**src/rtl/fpu_pkg.sv**
```systemverilog
// Shared opcode, flag and state definitions for the FPU command sequencer.
package fpu_pkg;

  localparam logic [1:0] OP_ADDSUB  = 2'b00;
  localparam logic [1:0] OP_CORDIC  = 2'b01;
  localparam logic [1:0] OP_MULT    = 2'b10;
  localparam logic [1:0] OP_ILLEGAL = 2'b11;

  localparam int unsigned FLAG_OVF     = 0;
  localparam int unsigned FLAG_UNF     = 1;
  localparam int unsigned FLAG_NAN     = 2;
  localparam int unsigned FLAG_ILLEGAL = 3;
  localparam int unsigned FLAG_TIMEOUT = 4;

  typedef enum logic [2:0] {
    S_IDLE,
    S_LOAD,
    S_BEGIN,
    S_WAIT,
    S_ACK
  } seq_state_e;

endpackage

```
**src/rtl/fpu_op_sequencer_if.sv**
```systemverilog
// Command, FPU-side and result signals of the sequencer; master is the sequencer view.
interface fpu_op_sequencer_if #(
  parameter int unsigned W = 64
);
  logic         cmd_valid;
  logic         cmd_ready;
  logic [2:0]   cmd_op;
  logic [1:0]   cmd_region;
  logic [1:0]   cmd_rmode;
  logic [W-1:0] cmd_data1;
  logic [W-1:0] cmd_data2;

  logic         fpu_begin;
  logic         fpu_ack;
  logic [2:0]   fpu_operation;
  logic [1:0]   fpu_region;
  logic [1:0]   fpu_rmode;
  logic [W-1:0] fpu_data1;
  logic [W-1:0] fpu_data2;
  logic         fpu_ready;
  logic [W-1:0] fpu_result;
  logic         fpu_ovf;
  logic         fpu_unf;
  logic         fpu_nan;

  logic         res_valid;
  logic         res_ready;
  logic [W-1:0] res_data;
  logic [4:0]   res_flags;

  modport master (
    input  cmd_valid, cmd_op, cmd_region, cmd_rmode, cmd_data1, cmd_data2,
    output cmd_ready,
    output fpu_begin, fpu_ack, fpu_operation, fpu_region, fpu_rmode, fpu_data1, fpu_data2,
    input  fpu_ready, fpu_result, fpu_ovf, fpu_unf, fpu_nan,
    output res_valid, res_data, res_flags,
    input  res_ready
  );

  modport slave (
    output cmd_valid, cmd_op, cmd_region, cmd_rmode, cmd_data1, cmd_data2,
    input  cmd_ready,
    input  fpu_begin, fpu_ack, fpu_operation, fpu_region, fpu_rmode, fpu_data1, fpu_data2,
    output fpu_ready, fpu_result, fpu_ovf, fpu_unf, fpu_nan,
    input  res_valid, res_data, res_flags,
    output res_ready
  );
endinterface

```
**src/rtl/fpu_cmd_fifo.sv**
```systemverilog
// Command FIFO with extra-MSB pointers; wr_ready is registered from the next fill state.
module fpu_cmd_fifo #(
  parameter int unsigned WIDTH = 8,
  parameter int unsigned DEPTH = 4
) (
  input  logic             clk,
  input  logic             rst,
  input  logic             push,
  input  logic             pop,
  input  logic [WIDTH-1:0] wdata,
  output logic [WIDTH-1:0] rdata,
  output logic             empty,
  output logic             wr_ready
);
  localparam int unsigned AW = $clog2(DEPTH);

  logic [WIDTH-1:0] mem [DEPTH];
  logic [AW:0]      wr_ptr, rd_ptr, wr_ptr_nxt, rd_ptr_nxt;
  logic             full, full_nxt, do_push, do_pop;

  assign full    = (wr_ptr[AW] != rd_ptr[AW]) && (wr_ptr[AW-1:0] == rd_ptr[AW-1:0]);
  assign empty   = (wr_ptr == rd_ptr);
  assign do_push = push && !full;
  assign do_pop  = pop && !empty;
  assign rdata   = mem[rd_ptr[AW-1:0]];

  always_comb begin
    wr_ptr_nxt = do_push ? wr_ptr + 1'b1 : wr_ptr;
    rd_ptr_nxt = do_pop  ? rd_ptr + 1'b1 : rd_ptr;
    full_nxt   = (wr_ptr_nxt[AW] != rd_ptr_nxt[AW]) &&
                 (wr_ptr_nxt[AW-1:0] == rd_ptr_nxt[AW-1:0]);
  end

  always_ff @(posedge clk or negedge rst) begin
    if (!rst) begin
      wr_ptr   <= '0;
      rd_ptr   <= '0;
      wr_ready <= 1'b0;
    end else begin
      wr_ptr   <= wr_ptr_nxt;
      rd_ptr   <= rd_ptr_nxt;
      wr_ready <= !full_nxt;
    end
  end

  always_ff @(posedge clk) begin
    if (do_push) mem[wr_ptr[AW-1:0]] <= wdata;
  end
endmodule

```
**src/rtl/fpu_op_sequencer.sv**
```systemverilog
// Buffers FPU requests, drives begin/ack pulses with stable operands, and registers
// each result with its flags behind a valid/ready handshake; hung units time out.
module fpu_op_sequencer
  import fpu_pkg::*;
#(
  parameter int unsigned W         = 64,
  parameter int unsigned DEPTH     = 4,
  parameter int unsigned TO_CYCLES = 1024
) (
  input logic                 clk,
  input logic                 rst,
  fpu_op_sequencer_if.master  bus
);
  localparam int unsigned PW = 7 + 2 * W;
  localparam int unsigned CW = (TO_CYCLES > 1) ? $clog2(TO_CYCLES) : 1;

  logic [PW-1:0] fifo_wdata, fifo_rdata;
  logic          fifo_empty, fifo_pop, cmd_push;

  seq_state_e    state, state_nxt;
  logic [2:0]    op_q;
  logic [1:0]    region_q, rmode_q;
  logic [W-1:0]  data1_q, data2_q;
  logic [CW-1:0] cnt;

  logic          res_valid_q;
  logic [W-1:0]  res_data_q;
  logic [4:0]    res_flags_q;

  logic          res_free, timed_out, capture, cnt_clr, cnt_inc;
  logic [W-1:0]  cap_data;
  logic [4:0]    cap_flags;

  assign cmd_push   = bus.cmd_valid && bus.cmd_ready;
  assign fifo_wdata = {bus.cmd_op, bus.cmd_region, bus.cmd_rmode, bus.cmd_data1, bus.cmd_data2};

  fpu_cmd_fifo #(.WIDTH(PW), .DEPTH(DEPTH)) u_fifo (
    .clk      (clk),
    .rst      (rst),
    .push     (cmd_push),
    .pop      (fifo_pop),
    .wdata    (fifo_wdata),
    .rdata    (fifo_rdata),
    .empty    (fifo_empty),
    .wr_ready (bus.cmd_ready)
  );

  // A consume in the same cycle frees the register for a new capture.
  assign res_free  = !res_valid_q || bus.res_ready;
  assign timed_out = (cnt == CW'(TO_CYCLES - 1));

  always_comb begin
    state_nxt = state;
    fifo_pop  = 1'b0;
    capture   = 1'b0;
    cnt_clr   = 1'b0;
    cnt_inc   = 1'b0;
    cap_data  = '0;
    cap_flags = '0;
    unique case (state)
      S_IDLE: begin
        if (!fifo_empty) begin
          fifo_pop  = 1'b1;
          state_nxt = S_LOAD;
        end
      end
      S_LOAD: begin
        if (op_q[2:1] == OP_ILLEGAL) begin
          if (res_free) begin
            capture                 = 1'b1;
            cap_flags[FLAG_ILLEGAL] = 1'b1;
            state_nxt               = S_IDLE;
          end
        end else begin
          state_nxt = S_BEGIN;
        end
      end
      S_BEGIN: begin
        cnt_clr   = 1'b1;
        state_nxt = S_WAIT;
      end
      S_WAIT: begin
        // Counter freezes whenever the unit is done but the result cannot be stored.
        if (bus.fpu_ready) begin
          if (res_free) begin
            capture             = 1'b1;
            cap_data            = bus.fpu_result;
            cap_flags[FLAG_NAN] = bus.fpu_nan;
            cap_flags[FLAG_UNF] = bus.fpu_unf;
            cap_flags[FLAG_OVF] = bus.fpu_ovf;
            state_nxt           = S_ACK;
          end
        end else if (timed_out) begin
          if (res_free) begin
            capture                 = 1'b1;
            cap_flags[FLAG_TIMEOUT] = 1'b1;
            state_nxt               = S_ACK;
          end
        end else begin
          cnt_inc = 1'b1;
        end
      end
      S_ACK:   state_nxt = S_IDLE;
      default: state_nxt = S_IDLE;
    endcase
  end

  always_ff @(posedge clk or negedge rst) begin
    if (!rst) state <= S_IDLE;
    else      state <= state_nxt;
  end

  always_ff @(posedge clk or negedge rst) begin
    if (!rst) begin
      op_q        <= '0;
      region_q    <= '0;
      rmode_q     <= '0;
      data1_q     <= '0;
      data2_q     <= '0;
      cnt         <= '0;
      res_valid_q <= 1'b0;
      res_data_q  <= '0;
      res_flags_q <= '0;
    end else begin
      if (fifo_pop) {op_q, region_q, rmode_q, data1_q, data2_q} <= fifo_rdata;
      if (cnt_clr)      cnt <= '0;
      else if (cnt_inc) cnt <= cnt + 1'b1;
      if (capture) begin
        res_valid_q <= 1'b1;
        res_data_q  <= cap_data;
        res_flags_q <= cap_flags;
      end else if (res_valid_q && bus.res_ready) begin
        res_valid_q <= 1'b0;
      end
    end
  end

  assign bus.fpu_begin     = (state == S_BEGIN);
  assign bus.fpu_ack       = (state == S_ACK);
  assign bus.fpu_operation = op_q;
  assign bus.fpu_region    = region_q;
  assign bus.fpu_rmode     = rmode_q;
  assign bus.fpu_data1     = data1_q;
  assign bus.fpu_data2     = data2_q;
  assign bus.res_valid     = res_valid_q;
  assign bus.res_data      = res_data_q;
  assign bus.res_flags     = res_flags_q;
endmodule

```
**src/flat_wrapper.sv**
```systemverilog
// flat-port wrapper written by rule: the top's interface ports become plain ports
module fpu_op_sequencer_flat import fpu_pkg::*;
#(
  parameter int unsigned W         = 64,
  parameter int unsigned DEPTH     = 4,
  parameter int unsigned TO_CYCLES = 1024
)
  (clk, rst, bus_cmd_valid, bus_cmd_op, bus_cmd_region, bus_cmd_rmode, bus_cmd_data1, bus_cmd_data2, bus_cmd_ready, bus_fpu_begin, bus_fpu_ack, bus_fpu_operation, bus_fpu_region, bus_fpu_rmode, bus_fpu_data1, bus_fpu_data2, bus_fpu_ready, bus_fpu_result, bus_fpu_ovf, bus_fpu_unf, bus_fpu_nan, bus_res_valid, bus_res_data, bus_res_flags, bus_res_ready);
  fpu_op_sequencer_if #(.W(W)) bus_i ();
  input logic clk;
  input logic rst;
  input wire logic [$bits(bus_i.cmd_valid)-1:0] bus_cmd_valid;
  input wire logic [$bits(bus_i.cmd_op)-1:0] bus_cmd_op;
  input wire logic [$bits(bus_i.cmd_region)-1:0] bus_cmd_region;
  input wire logic [$bits(bus_i.cmd_rmode)-1:0] bus_cmd_rmode;
  input wire logic [$bits(bus_i.cmd_data1)-1:0] bus_cmd_data1;
  input wire logic [$bits(bus_i.cmd_data2)-1:0] bus_cmd_data2;
  output wire logic [$bits(bus_i.cmd_ready)-1:0] bus_cmd_ready;
  output wire logic [$bits(bus_i.fpu_begin)-1:0] bus_fpu_begin;
  output wire logic [$bits(bus_i.fpu_ack)-1:0] bus_fpu_ack;
  output wire logic [$bits(bus_i.fpu_operation)-1:0] bus_fpu_operation;
  output wire logic [$bits(bus_i.fpu_region)-1:0] bus_fpu_region;
  output wire logic [$bits(bus_i.fpu_rmode)-1:0] bus_fpu_rmode;
  output wire logic [$bits(bus_i.fpu_data1)-1:0] bus_fpu_data1;
  output wire logic [$bits(bus_i.fpu_data2)-1:0] bus_fpu_data2;
  input wire logic [$bits(bus_i.fpu_ready)-1:0] bus_fpu_ready;
  input wire logic [$bits(bus_i.fpu_result)-1:0] bus_fpu_result;
  input wire logic [$bits(bus_i.fpu_ovf)-1:0] bus_fpu_ovf;
  input wire logic [$bits(bus_i.fpu_unf)-1:0] bus_fpu_unf;
  input wire logic [$bits(bus_i.fpu_nan)-1:0] bus_fpu_nan;
  output wire logic [$bits(bus_i.res_valid)-1:0] bus_res_valid;
  output wire logic [$bits(bus_i.res_data)-1:0] bus_res_data;
  output wire logic [$bits(bus_i.res_flags)-1:0] bus_res_flags;
  input wire logic [$bits(bus_i.res_ready)-1:0] bus_res_ready;
  assign bus_i.cmd_valid = bus_cmd_valid;
  assign bus_i.cmd_op = bus_cmd_op;
  assign bus_i.cmd_region = bus_cmd_region;
  assign bus_i.cmd_rmode = bus_cmd_rmode;
  assign bus_i.cmd_data1 = bus_cmd_data1;
  assign bus_i.cmd_data2 = bus_cmd_data2;
  assign bus_cmd_ready = bus_i.cmd_ready;
  assign bus_fpu_begin = bus_i.fpu_begin;
  assign bus_fpu_ack = bus_i.fpu_ack;
  assign bus_fpu_operation = bus_i.fpu_operation;
  assign bus_fpu_region = bus_i.fpu_region;
  assign bus_fpu_rmode = bus_i.fpu_rmode;
  assign bus_fpu_data1 = bus_i.fpu_data1;
  assign bus_fpu_data2 = bus_i.fpu_data2;
  assign bus_i.fpu_ready = bus_fpu_ready;
  assign bus_i.fpu_result = bus_fpu_result;
  assign bus_i.fpu_ovf = bus_fpu_ovf;
  assign bus_i.fpu_unf = bus_fpu_unf;
  assign bus_i.fpu_nan = bus_fpu_nan;
  assign bus_res_valid = bus_i.res_valid;
  assign bus_res_data = bus_i.res_data;
  assign bus_res_flags = bus_i.res_flags;
  assign bus_i.res_ready = bus_res_ready;
  fpu_op_sequencer #(.W(W), .DEPTH(DEPTH), .TO_CYCLES(TO_CYCLES)) u_core (.clk(clk), .rst(rst), .bus(bus_i));
endmodule
```
**config.mk**
```make
export PLATFORM = sky130hd
export DESIGN_NAME = fpu_op_sequencer_flat
export DESIGN_NICKNAME = d
export VERILOG_FILES = /design/src/rtl/fpu_pkg.sv /design/src/rtl/fpu_op_sequencer_if.sv /design/src/rtl/fpu_cmd_fifo.sv /design/src/rtl/fpu_op_sequencer.sv /design/src/flat_wrapper.sv
export SDC_FILE = /design/constraint.sdc
export NUM_CORES = 1
export LEC_CHECK = 0
export ABC_AREA = 1
export BUFFER_PORTS_ARGS = -buffer_cell sky130_fd_sc_hd__buf_4
export CAP_MARGIN = 40
export CORE_MARGIN = 3
export CORE_UTILIZATION = 51
export CTS_CLUSTER_DIAMETER = 150
export DETAILED_ROUTE_END_ITERATION = 8
export PLACE_DENSITY = 0.73
export SLEW_MARGIN = 30
export SYNTH_ARGS = -nofsm -noshare
export SYNTH_HDL_FRONTEND = slang
export SYNTH_HIERARCHICAL = 1
export SYNTH_SLANG_ARGS = --single-unit
```
**constraint.sdc**
```tcl
create_clock -name clk -period 6.55 [get_ports clk]
set_input_delay 0.9825 -clock clk [delete_from_list [all_inputs] [get_ports clk]]
set_output_delay 0.9825 -clock clk [all_outputs]
set_load 0.03 [all_outputs]
```
==> results of run 1 <==
layout make-up:
class                      instances  area [um^2]  share of cell area
antenna                            3         7.51            0.000212
clock buffer                     119         2250              0.0634
clock inverter                    23          298             0.00840
inverter                          35          144             0.00406
multi-input combinational       1447         6370               0.180
sequential                       765        21900               0.617
tap                              748          936              0.0264
timing repair buffer             445         3590               0.101
state kept, by name (all words and copies together), names as in the netlist:
name,cells
u_core/u_fifo/wr_ptr,3
u_core/bus.res_data,64
u_core/state,3
u_core/bus.res_flags,5
u_core/u_fifo/mem,540
u_core/u_fifo/rd_ptr,3
u_core/bus.fpu_region,2
u_core/bus.res_valid,1
u_core/bus.fpu_rmode,2
u_core/bus.fpu_operation,3
u_core/u_fifo/wr_ready,1
u_core/bus.fpu_data1,64
u_core/bus.fpu_data2,64
u_core/cnt,10
layer usage:
layer,GRT usage,up-vias,part of all wire
li1,-,9011,-
met1,0.297,9585,0.40
met2,0.399,709,0.50
met3,0.0471,131,0.072
met4,0.0908,6,0.030
met5,0,-,0.00081
where the power goes:
group | internal (mW) | switching [mW] | total (mW)
logic | 2.00 | 4.51 | 6.51
registers | 6.59 | 0.647 | 7.24
clock network | 2.61 | 1.76 | 4.36
total | 11.2 | 6.91 | 18.1
critical path, delay by kind of cell, from the launching register on:
| family | cells | cell delay [ns] |
|---|---|---|
| buffers and inverters | 3 | 1.29 |
| flip-flops | 1 | 0.95 |
| AND/OR/NAND/NOR | 5 | 1.19 |
placed cells by master (no fill, tap or decap), types with 2 or more instances in the layout:
cell type / count
sky130_fd_sc_hd__clkbuf_16: 79
sky130_fd_sc_hd__o21ai_0: 264
sky130_fd_sc_hd__dfrtp_4: 2
sky130_fd_sc_hd__nor2_2: 5
sky130_fd_sc_hd__buf_12: 6
sky130_fd_sc_hd__diode_2: 3
sky130_fd_sc_hd__ha_1: 6
sky130_fd_sc_hd__nand4_1: 2
sky130_fd_sc_hd__clkbuf_1: 28
sky130_fd_sc_hd__bufinv_16: 6
sky130_fd_sc_hd__o22ai_1: 135
sky130_fd_sc_hd__buf_16: 8
sky130_fd_sc_hd__nand2_1: 692
sky130_fd_sc_hd__clkinv_1: 3
sky130_fd_sc_hd__nand2_2: 4
sky130_fd_sc_hd__o21ai_1: 10
sky130_fd_sc_hd__buf_4: 429
sky130_fd_sc_hd__clkbuf_8: 12
sky130_fd_sc_hd__nand3_2: 3
sky130_fd_sc_hd__nand3b_1: 2
sky130_fd_sc_hd__edfxtp_1: 540
sky130_fd_sc_hd__clkinv_2: 8
sky130_fd_sc_hd__clkinv_8: 2
sky130_fd_sc_hd__inv_6: 2
sky130_fd_sc_hd__inv_4: 2
sky130_fd_sc_hd__inv_2: 4
sky130_fd_sc_hd__nand3_1: 20
sky130_fd_sc_hd__inv_1: 28
sky130_fd_sc_hd__nor2_4: 6
sky130_fd_sc_hd__dfrtp_1: 223
sky130_fd_sc_hd__xor2_1: 4
sky130_fd_sc_hd__nor2_1: 284
cells in the mapped netlist (all sizes together), types with 4 or more instances:
cell / count / share of area
nand2: 696 / 0.090
edfxtp: 540 / 0.56
nor2: 295 / 0.039
o21ai: 274 / 0.047
dfrtp: 225 / 0.19
o22ai: 135 / 0.029
buf: 70 / 0.017
clkbuf: 64 / 0.0083
inv: 35 / 0.0045
nand3: 23 / 0.0045
ha: 6 / 0.0026
xor2: 4 / 0.0012
path summary, 6_finish.rpt:
| check | from | endpoint | slack, ns |
|---|---|---|---|
| setup / recovery | u_core/u_fifo/rd_ptr[1]$_DFF_PN0_ | u_core/u_fifo/mem[2][56]$_DFFE_PP_ | 2.68 |
| hold / removal | rst | u_core/bus.fpu_data2[57]$_DFFE_PN0P_ | 0.40 |
| setup reg to reg | u_core/u_fifo/rd_ptr[1]$_DFF_PN0_ | u_core/u_fifo/mem[2][56]$_DFFE_PP_ | 2.68 |
| hold reg to reg | u_core/bus.res_data[51]$_DFFE_PN0P_ | u_core/bus.res_data[51]$_DFFE_PN0P_ | 0.47 |
| max in group asynchronous | rst | u_core/u_fifo/rd_ptr[1]$_DFF_PN0_ | 4.98 |
| min in group clk | u_core/bus.res_data[51]$_DFFE_PN0P_ | u_core/bus.res_data[51]$_DFFE_PN0P_ | 0.47 |
metrics by stage:
stage / TNS (ns) / instance area, um^2
final: 0 / 35400
after global routing: 0 / 35400
after CTS: 0 / 35300
after detailed placement: 0 / 32800
after global placement: 0 / 32600
after floorplan: -523.59 / 29000
cell families (layout without fill, tap and decap cells):
logic type               after synthesis  in the layout  synth area share
buffers and inverters                169            622            0.0293
AND/OR/NAND/NOR                     1021           1021             0.135
other                                  0              3                 0
multiplexers                           1              1          0.000345
adder cells (fa/ha/maj)                6              6           0.00259
XOR/XNOR                               6              6           0.00207
flip-flops                           765            765             0.753
AO/OA/AOI/OAI                        413            413            0.0774
==> impl_metrics.toml, run 1 <==
[power]
vdd.ir_drop.worst_v = 0.000323
tot_pwr_mw = 18.1
power.density_nw_per_um2 = 511
cellLeakagePower_nw = 14.6

[cts]
clock_pin_slew_on_the_worst_setup_and_hold_paths_ns = 0.06
cts_root_buffer = "sky130_fd_sc_hd__clkbuf_16"
cts-root-to-sink-buffers = 3
tritoncts_buffer_count = 76
clkLatencyLatePin_ns = 0.62
tritoncts_num_sinks = 765
postCtsSetupRepairBufs = 0
cts-hold-fix-buffers = 0
cts.htree.levels = 3
tritoncts = "yes"
cts_resized = 0

[worst_setup_path]
slowest_stage = "sky130_fd_sc_hd__dfrtp_4"
crit_path_start_kind = "register"
critPathMaxStageDelay_ns = 0.95
endpoint_kind = "register"
cp_data_required_time_ns = 6.84
cp_cell_sequence = "inv_4 > nand2_1 > nand2_1 > nand3_2 > nand2_2 > nor2_4 > buf_4 > buf_16"
reg2regPathDepth = 8
critical_path.most_common_cell = "sky130_fd_sc_hd__nand2_1"
type_of_the_setup_path_with_the_least_slack = "reg2reg"
worst-path-max-fanout = 69
cp.arrival_ns = 4.15

[finish]
layout.nets = 2983
filler_cell_count = 4183
finalNonFillerCells = 3585
postLayoutCoreUtil = 0.636
drive_above_1_share = 0.207
area.growth.synth_to_final_pct = 22.1

[timing]
final.min_clock_period_ns = 3.87
fin_crit_sh = 0.591
finalSetupViolations = 0
fin_skew_ns = 0.0199
hold-worst-slack_ns = 0.403
maxSlewViolCount = 0
fin_ws_ns = 2.68
tightestPinTransition_ns = 0.859
count_of_final_hold_check_violations = 0
max_slew_margin = 0.427
max_clock_freq_mhz = 258
grt_setup_unrepaired = "false"

[routing]
avgRoutedWirePerCell_um = 19.7
wl_um = 70800
drt_pass1_iterations = 5
num_vias = 19400
drt-vias-per-instance = 5.42
drt-initial-drc-count = 1396
route.detailed.drc = 0
antenna_viol_nets_final = 0

[logic_synthesis]
asyncSetResetFlopFracSynth = 0.294
number_of_standard_cells_after_synthesis = 2381
syn_avg_cell_area_um2 = 12.2
mapped_area_um2 = 29000
ys_seq_elements = 765
synth_enable_flop_cells = 540
ys.flop_type = "sky130_fd_sc_hd__edfxtp_1"
synthDistinctLibCells = 32
share_of_synthesized_area_occupied_by_flip_flops_and_latches = 0.753
mappedNetlistNets = 2594
yosysWarnings = 6

[die]
std_cell_rows = 86
die_area_um2 = 59800
die_w_um = 245
design.core.area_um2 = 55700
io_pins = 415
initial_utilization = 0.521
dieHeight_um = 245

[placed_design]
port-buffer-count = 414
globalplace.congestion = 0.802
detailed_place_hpwl_um = 42700
pre_cts_setup_slack_ns = 2.67
post-place-cells = 3436

[outcome]
status = "complete, no violations"

[global_route]
grt_overflow_total = 0
grt_antenna_before_repair = 7
pin_count_of_the_biggest_net_entering_global_routing = 252
grt_first_pass_wirelength_um = 109000
globalRouteTotalUtil = 0.234
vias_in_the_first_global_route = 19600

[min_path]
min-delay-path-class = "in2async"

[job]
cap_violations = 0
Power figures use the tool's default switching activity.
==> inputs of run 2 (changes only) <==
--- a/config.mk
+++ b/config.mk
@@ -9,10 +9,10 @@
 export BUFFER_PORTS_ARGS = -buffer_cell sky130_fd_sc_hd__buf_4
 export CAP_MARGIN = 40
 export CORE_MARGIN = 3
-export CORE_UTILIZATION = 51
+export CORE_UTILIZATION = 57
 export CTS_CLUSTER_DIAMETER = 150
 export DETAILED_ROUTE_END_ITERATION = 8
-export PLACE_DENSITY = 0.73
+export PLACE_DENSITY = 0.77
 export SLEW_MARGIN = 30
 export SYNTH_ARGS = -nofsm -noshare
 export SYNTH_HDL_FRONTEND = slang
==> constraint.sdc (replaced) <==
create_clock -name clk -period 3.8 [get_ports clk]
set_input_delay 0.57 -clock clk [delete_from_list [all_inputs] [get_ports clk]]
set_output_delay 0.57 -clock clk [all_outputs]
set_load 0.03 [all_outputs]
==> impl_metrics.toml, run 2 (synthesized netlist as in run 1, its figures left out) <==
[die]
die_area_um2 = 53700
die_w_um = 232
io_pins = 415
design.core.area_um2 = 50300
initial_utilization = 0.577
std_cell_rows = 82
dieHeight_um = 232

[timing]
tightestPinTransition_ns = 0.889
hold-worst-slack_ns = -0.00153
max_slew_margin = 0.407
grt_setup_unrepaired = "false"
count_of_final_hold_check_violations = 1
fin_crit_sh = 0.688
fin_skew_ns = 0.0181
fin_ws_ns = 1.18
final.min_clock_period_ns = 2.62
setup-tns-final_ns = 0
maxSlewViolCount = 0
max_clock_freq_mhz = 382
finalSetupViolations = 0

[power]
pwr-share-seq = 0.395
tot_pwr_mw = 31.3
p_sw_mw = 12.0
cellLeakagePower_nw = 14.6
pwr-share-clk = 0.240
p_sw_frac = 0.384
vdd.ir_drop.worst_v = 0.000608
cellInternalPower_mw = 19.3
power.share.combinational = 0.365
power.density_nw_per_um2 = 885

[worst_setup_path]
endpoint_kind = "register"
crit_path_start_kind = "register"
cp.arrival_ns = 2.88
worst_path_dominant_cell_family = "simple AND/OR/NAND/NOR gates"
type_of_the_setup_path_with_the_least_slack = "reg2reg"
worst-path-max-fanout = 42
critPathMaxStageDelay_ns = 0.67
slowest_stage = "sky130_fd_sc_hd__dfrtp_4"
setup.worst_path.start = "u_core/u_fifo/rd_ptr[0]$_DFF_PN0_"
critical_path.reg2reg.startpoint = "u_core/u_fifo/rd_ptr[0]$_DFF_PN0_"
cp_data_required_time_ns = 4.06
cp_cell_sequence = "xnor2_2 > nand3_2 > nand2_2 > nor2_4 > buf_4"
path_buf_inv = 1
reg2reg_slack_ns = 1.18

[cts]
cts_root_buffer = "sky130_fd_sc_hd__clkbuf_16"
tritoncts_buffer_count = 76
cts-hold-fix-buffers = 0
postCtsSetupRepairBufs = 0
tritoncts = "yes"
tritoncts_num_sinks = 765
cts.htree.levels = 3
clkLatencyLatePin_ns = 0.61
cts_resized = 0
cts-root-to-sink-buffers = 3
clock_pin_slew_on_the_worst_setup_and_hold_paths_ns = 0.07

[finish]
finalNonFillerCells = 3510
drive_above_1_share = 0.208
layout_common_cells = "692 x sky130_fd_sc_hd__nand2_1, 540 x sky130_fd_sc_hd__edfxtp_1, 428 x sky130_fd_sc_hd__buf_4, 284 x sky130_fd_sc_hd__nor2_1, 264 x sky130_fd_sc_hd__o21ai_0"
number_of_flip_flops_under_the_largest_register_name = 540
layout.nets = 2985
area.growth.synth_to_final_pct = 21.8
mostFrequentLayoutCell = "sky130_fd_sc_hd__nand2_1"

[routing]
antenna_viol_nets_final = 0
drt-initial-drc-count = 1398
drt_pass1_iterations = 5
avgRoutedWirePerCell_um = 20.1
drt-vias-per-instance = 5.60
route.detailed.drc = 0
num_vias = 19700
wl_um = 70400

[outcome]
violations_in_the_final_reports = "hold timing"
status = "complete, but fails checks"

[global_route]
vias_in_the_first_global_route = 19700
grt_first_pass_wirelength_um = 109000
globalRouteTotalUtil = 0.261
grt_overflow_total = 0
grt_antenna_before_repair = 3
pin_count_of_the_biggest_net_entering_global_routing = 151

[placed_design]
port-buffer-count = 414
detailed_place_hpwl_um = 41500
globalplace.congestion = 0.823
post-place-cells = 3364
pre_cts_setup_slack_ns = 1.20

[min_path]
min-delay-path-class = "in2async"

[job]
cap_violations = 0
-- run 2: changes by cell type in the layout (fill, tap and decap cells not counted), moves of 2 or more --
cell                         change
sky130_fd_sc_hd__buf_12         +10
sky130_fd_sc_hd__clkbuf_1       -10
sky130_fd_sc_hd__clkinv_1        +8
sky130_fd_sc_hd__buf_16          -6
sky130_fd_sc_hd__clkbuf_8        -5
sky130_fd_sc_hd__clkinv_2        +3
sky130_fd_sc_hd__clkinvlp_4      +2
-- run 2: layout make-up --
type                       count  area (um^2)
multi-input combinational   1447         6370
clock inverter                38          398
sequential                   765        21900
timing repair buffer         447         3600
clock buffer                 103         2120
fill                        3418        14900
inverter                      35          144
tap                          672          841
antenna                        3         7.51
-- run 2: worst paths after layout --
kind,end,cells after the start
max reg2reg,u_core/u_fifo/mem[1][55]$_DFFE_PP_,5
min reg2reg,u_core/bus.fpu_data1[63]$_DFFE_PN0P_,2
min,u_core/bus.fpu_data2[51]$_DFFE_PN0P_,1
max in group asynchronous,u_core/bus.fpu_data1[29]$_DFFE_PN0P_,2
min in group clk,u_core/bus.res_valid$_DFFE_PN0P_,2
max,u_core/u_fifo/mem[1][55]$_DFFE_PP_,5
-- run 2: power groups by stage --
stage	clock [mW]	sequential, mW	combinational (mW)
after floorplan	0	14.3	5.46
after global placement	0	12.4	11.0
after detailed placement	0	12.5	11.3
after CTS	7.62	12.3	11.4
after global routing	7.95	12.5	12.4
final	7.50	12.4	11.4
-- run 2: per-layer routing --
metal,vias up,GRT usage,wire [um]
li1,9029,-,-
met1,9713,0.334,27700
met2,788,0.441,35200
met3,120,0.0572,5650
met4,2,0.0972,1870
met5,-,0,20
-- run 2: through the flow --
| stage | area (um^2) | utilization |
|---|---|---|
| finish | 35300 | 0.703 |
| global route | 35300 | 0.703 |
| global placement | 32700 | 0.651 |
| CTS | 35300 | 0.702 |
| detailed placement | 32800 | 0.652 |
| floorplan | 29000 | - |
